File: src/rtl/hazard_scoreboard_pkg.sv
// Shared pipeline types for the issue-stage hazard scoreboard.
// Slot fields are sized for the largest supported configuration; narrower
// instances zero-extend into them.
package hazard_scoreboard_pkg;

  localparam int unsigned NREG_DFLT = 31;
  localparam int unsigned NREG_MAX  = 31;
  localparam int unsigned DEPTH_MAX = 8;
  localparam int unsigned LATW_MAX  = 4;

  typedef struct packed {
    logic                valid;
    logic [NREG_MAX-1:0] wmask;
    logic [LATW_MAX-1:0] lat;
  } slot_t;

  // One pipeline step: remaining forwarding latency counts down to zero.
  function automatic slot_t slot_age(slot_t s);
    slot_t r;
    r = s;
    if (s.lat != '0) begin
      r.lat = s.lat - LATW_MAX'(1);
    end
    return r;
  endfunction

endpackage

File: src/rtl/hazard_scoreboard_match.sv
// Compares one in-flight slot against the issuing instruction's source mask.
module hazard_match
  import hazard_scoreboard_pkg::*;
(
  input  slot_t               slot,
  input  logic                live,
  input  logic [NREG_MAX-1:0] rmask,
  output logic                hit_c
);

  // Slots whose result is already forwardable (lat 0) never block issue.
  assign hit_c = live & slot.valid & (slot.lat != '0) & (|(rmask & slot.wmask));

endmodule

File: src/rtl/hazard_scoreboard.sv
// Issue-stage register hazard scoreboard: tracks in-flight destination masks
// with per-slot forwarding latency and stalls dependent issue.
module hazard_scoreboard
  import hazard_scoreboard_pkg::*;
#(
  parameter int unsigned NREG  = NREG_DFLT,
  parameter int unsigned DEPTH = 3,
  parameter int unsigned LATW  = 2
) (
  input  logic            clk,
  input  logic            reset,
  input  logic            issue_valid,
  input  logic [NREG-1:0] issue_rmask,
  input  logic [NREG-1:0] issue_wmask,
  input  logic [LATW-1:0] issue_lat,
  input  logic            hold,
  input  logic            flush,
  output logic            stall,
  output logic [NREG-1:0] pending_mask,
  output logic [15:0]     stall_count
);

  slot_t               slots [DEPTH];
  logic [DEPTH-1:0]    hit;
  logic [NREG_MAX-1:0] rmask_ext;
  logic                hazard_c;
  logic                advance_c;
  logic                accept_c;
  slot_t               new_slot_c;

  assign rmask_ext = NREG_MAX'(issue_rmask);

  // The retiring slot writes back on this edge, so its result is bypassed.
  for (genvar g = 0; g < DEPTH; g++) begin : g_match
    hazard_match u_match (
      .slot  (slots[g]),
      .live  (g != (DEPTH - 1)),
      .rmask (rmask_ext),
      .hit_c (hit[g])
    );
  end

  assign hazard_c  = issue_valid & (|hit);
  assign advance_c = ~hold & ~flush;
  assign accept_c  = issue_valid & ~hazard_c;
  assign stall     = (hazard_c | hold) & ~flush;

  always_comb begin
    new_slot_c = '0;
    if (accept_c) begin
      new_slot_c.valid = 1'b1;
      new_slot_c.wmask = NREG_MAX'(issue_wmask);
      new_slot_c.lat   = LATW_MAX'(issue_lat);
    end
  end

  always_comb begin
    logic [NREG_MAX-1:0] pend;
    pend = '0;
    for (int k = 0; k < DEPTH; k++) begin
      if (slots[k].valid) begin
        pend = pend | slots[k].wmask;
      end
    end
    pending_mask = NREG'(pend);
  end

  // Shift register of in-flight slots; reset and flush clear everything.
  always_ff @(posedge clk) begin
    if (reset || flush) begin
      for (int k = 0; k < DEPTH; k++) begin
        slots[k] <= '0;
      end
    end else if (advance_c) begin
      slots[0] <= new_slot_c;
      for (int k = 1; k < DEPTH; k++) begin
        slots[k] <= slot_age(slots[k-1]);
      end
    end
  end

  always_ff @(posedge clk) begin
    if (reset) begin
      stall_count <= '0;
    end else if (hazard_c && advance_c && (stall_count != 16'hFFFF)) begin
      stall_count <= stall_count + 16'd1;
    end
  end

endmodule

File: config.mk
export PLATFORM = sky130hd
export DESIGN_NAME = hazard_scoreboard
export DESIGN_NICKNAME = d
export VERILOG_FILES = /design/src/rtl/hazard_scoreboard_pkg.sv /design/src/rtl/hazard_scoreboard_match.sv /design/src/rtl/hazard_scoreboard.sv
export SDC_FILE = /design/constraint.sdc
export NUM_CORES = 1
export LEC_CHECK = 0
export ABC_AREA = 1
export CORE_ASPECT_RATIO = 1.2
export CORE_UTILIZATION = 30
export CTS_CLUSTER_DIAMETER = 100
export DETAILED_ROUTE_END_ITERATION = 6
export GPL_TIMING_DRIVEN = 1
export PLACE_DENSITY_LB_ADDON = 0.05
export SETUP_SLACK_MARGIN = 0.02
export SLEW_MARGIN = 10
export SYNTH_ARGS = -nofsm -noshare
export SYNTH_HDL_FRONTEND = slang
export SYNTH_SLANG_ARGS = --single-unit
File: constraint.sdc
create_clock -name clk -period 4.6 [get_ports clk]
set_input_delay 1.15 -clock clk [delete_from_list [all_inputs] [get_ports clk]]
set_output_delay 1.15 -clock clk [all_outputs]
set_load 0.005 [all_outputs]
==> flow_summary.ini <==
[worst_setup_path]
cp_cell_sequence = clkdlybuf4s50_1, nand2_1, nand2_1, nor2_1, nand2_1, nor2_1, nand2_1, nand2_1, nand2_2, a21oi_1, nor2_1, clkdlybuf4s50_1
critPathSlowestCell = clkdlybuf4s50_1
critPathLaunch = issue_rmask[0]
crit_fanout = 2
critical_path_class = input port to output pin
max_stage_delay_ps = 470
endpoint = stall
worstPathRequired_ps = 3450
cpMostUsedCell = nand2_1
timing.rr.start = slots[0][9]$_SDFFCE_PN0P_
r2r_cells = 13
regToRegSetupSlack_ps = 2290
arrival_ps = 3040
endpoint_kind = output pin
startpoint_type = input port
r2r_end = slots[0][19]$_SDFFCE_PN0P_

[power_and_ir_drop]
powerDensity_mw_per_mm2 = 335
leakage_nw = 3.28
vdd_drop_max_mv = 0.247

[timing]
post-route-min-period_ps = 4190
fin_crit_sh_pct = 91.2
finClkSkew_ps = 8.45
hold_slack_ps = 526
slew_headroom_pct = 51.0
setup_tns_ps = 0
setup_viol = 0
rsz0062_at_grt = no
final-hold-violation-count = 0
drv_slew = 0
max_freq_mhz = 238
worst_pin_slew_ps = 735

[cells_and_area]
final_cell_area_sq_mm = 0.00784
area_growth_pct = 34.1
final_cell_mix = nand2_1 (171), inv_1 (141), nor2_1 (133), clkdlybuf4s50_1 (116), edfxtp_1 (101)
drive_gt1_share_pct = 7.56
nets = 878
mostFrequentLayoutCell = nand2_1
finalNonFillerCells = 1076
antenna_cells = 0
final_util_pct = 41.3
fillers = 1964

[clock_tree]
cts-buffers-inserted = 17
cts_setup_buffers = 0
clock_path_buffers = 2
cts_tree = done
cts_resized = 0
cts.sinks = 117
root_buffer = clkbuf_16
clk_pin_slew_ps = 60
cts_max_level = 4
clkLatencyLatePin_ps = 410
ctsHoldBuffers = 0

[logic_synthesis]
ys_types = 23
synth_nets = 756
syn_inst = 686
avgSynthCellArea_sq_um = 8.52
seq_area_frac_synth_pct = 57.4
yosys_warnings = 0
syn_area_sq_mm = 0.00584
synth-seq-cells = 117

[worst_hold_path]
worstHoldPathCells = 4
hp-class = register to register

[global_routing]
grt_pass1_wl_microns = 24400
grt-ovfl-total = 0
antenna_found_initial = 0
track_usage_pct = 16.1
grt_pass1_vias = 4794
grt_max_degree = 102

[placement]
dpl-instance-area_sq_mm = 0.00732
gp_congestion = 0.765
port_buffers = 116
dp_cells = 1045
dp_hpwl_microns = 10100

[routing]
viasPerCell = 4.41
antenna_left = 0
drc = 0
wirelength_microns = 15300
dr.first_iter.drc_count = 270
firstDrtPassIters = 4
wl_per_cell_microns = 14.2
vias = 4743

[floorplanning]
die_area_sq_mm = 0.0200
initial_core_util_pct = 30.8
die_y_microns = 155
rows = 55
ios = 117
core_sq_mm = 0.0190
die_width_microns = 129

[flow_run]
maxCapViolCount = 0

[outcome]
status = finished clean
worst min path at each step:
stage                                     start  slack (ps)                           to
floorplan           stall_count[5]$_SDFFE_PP0P_         520  stall_count[5]$_SDFFE_PP0P_
global placement    stall_count[5]$_SDFFE_PP0P_         530  stall_count[5]$_SDFFE_PP0P_
detailed placement  stall_count[5]$_SDFFE_PP0P_         520  stall_count[5]$_SDFFE_PP0P_
CTS                 stall_count[5]$_SDFFE_PP0P_         530  stall_count[5]$_SDFFE_PP0P_
global route        stall_count[5]$_SDFFE_PP0P_         550  stall_count[5]$_SDFFE_PP0P_
finish              stall_count[5]$_SDFFE_PP0P_         530  stall_count[5]$_SDFFE_PP0P_
through the flow:
stage	total power [mW]	setup WS, ps
after floorplan	1.33	547
after global placement	1.46	371
after detailed placement	1.46	399
after CTS	2.67	376
after global routing	2.74	268
final	2.63	406
area by class of cell:
class                   instances  area (sq um)  share of cell area (%)
clock inverters                12          90.1                    1.15
inverters                     142           533                    6.80
repair buffers                127          1260                    16.0
clock buffers                  19           433                    5.52
flip-flops and latches        117          3350                    42.8
multi-input cells             403          1850                    23.6
well taps                     256           320                    4.09
cell families (layout without fill, tap and decap cells):
logic type / Yosys count / in the layout / share of synthesized area (%)
adder cells (fa/ha/maj): 1 / 1 / 0.214
AND/OR/NAND/NOR: 357 / 357 / 25.1
AO/OA/AOI/OAI: 44 / 44 / 6.19
buffers and inverters: 166 / 300 / 11.1
flip-flops: 117 / 117 / 57.4
other: 1 / 1 / 0.0642
routing by layer:
metal  vias up  GRT usage [%]  part of all wire (%)
met2       110           27.4                    49
met3        18           3.75                   5.4
li1       2419              -                     -
met5         -              0                     0
met1      2196           19.7                    44
met4         0           6.31                   1.5
critical path, delay by kind of cell:
kind                   cells  cell delay [ps]
AOI/OAI and AO/OA          1              130
buffers and inverters      2              910
and+or+nand+nor            9              860
where the power goes:
| group | internal [mW] | switching (mW) |
|---|---|---|
| clock network | 0.728 | 0.462 |
| registers | 1.19 | 0.0194 |
| logic | 0.105 | 0.123 |
| total | 2.02 | 0.604 |
registers in the layout (all words and copies together) (netlist names):
name / count
slots: 101
stall_count: 16
synthesized netlist by cell type:
library cell | instances | area [sq um]
nor3_4 | 1 | 16.3
or2_2 | 1 | 6.26
nor2_2 | 17 | 106
buf_6 | 3 | 33.8
buf_2 | 2 | 10.0
nand3b_1 | 1 | 7.51
nand2_2 | 1 | 6.26
o21bai_1 | 10 | 75.1
inv_1 | 141 | 529
buf_1 | 9 | 33.8
a21oi_1 | 3 | 15.0
dfxtp_1 | 16 | 320
nand3_1 | 7 | 35.0
clkbuf_1 | 10 | 37.5
nor3_1 | 4 | 20.0
nor2_1 | 133 | 499
o221ai_1 | 31 | 272
nand4_1 | 19 | 119
inv_2 | 1 | 3.75
conb_1 | 1 | 3.75
nand2_1 | 173 | 649
ha_1 | 1 | 12.5
edfxtp_1 | 101 | 3030
Power figures use the tool's default switching activity.
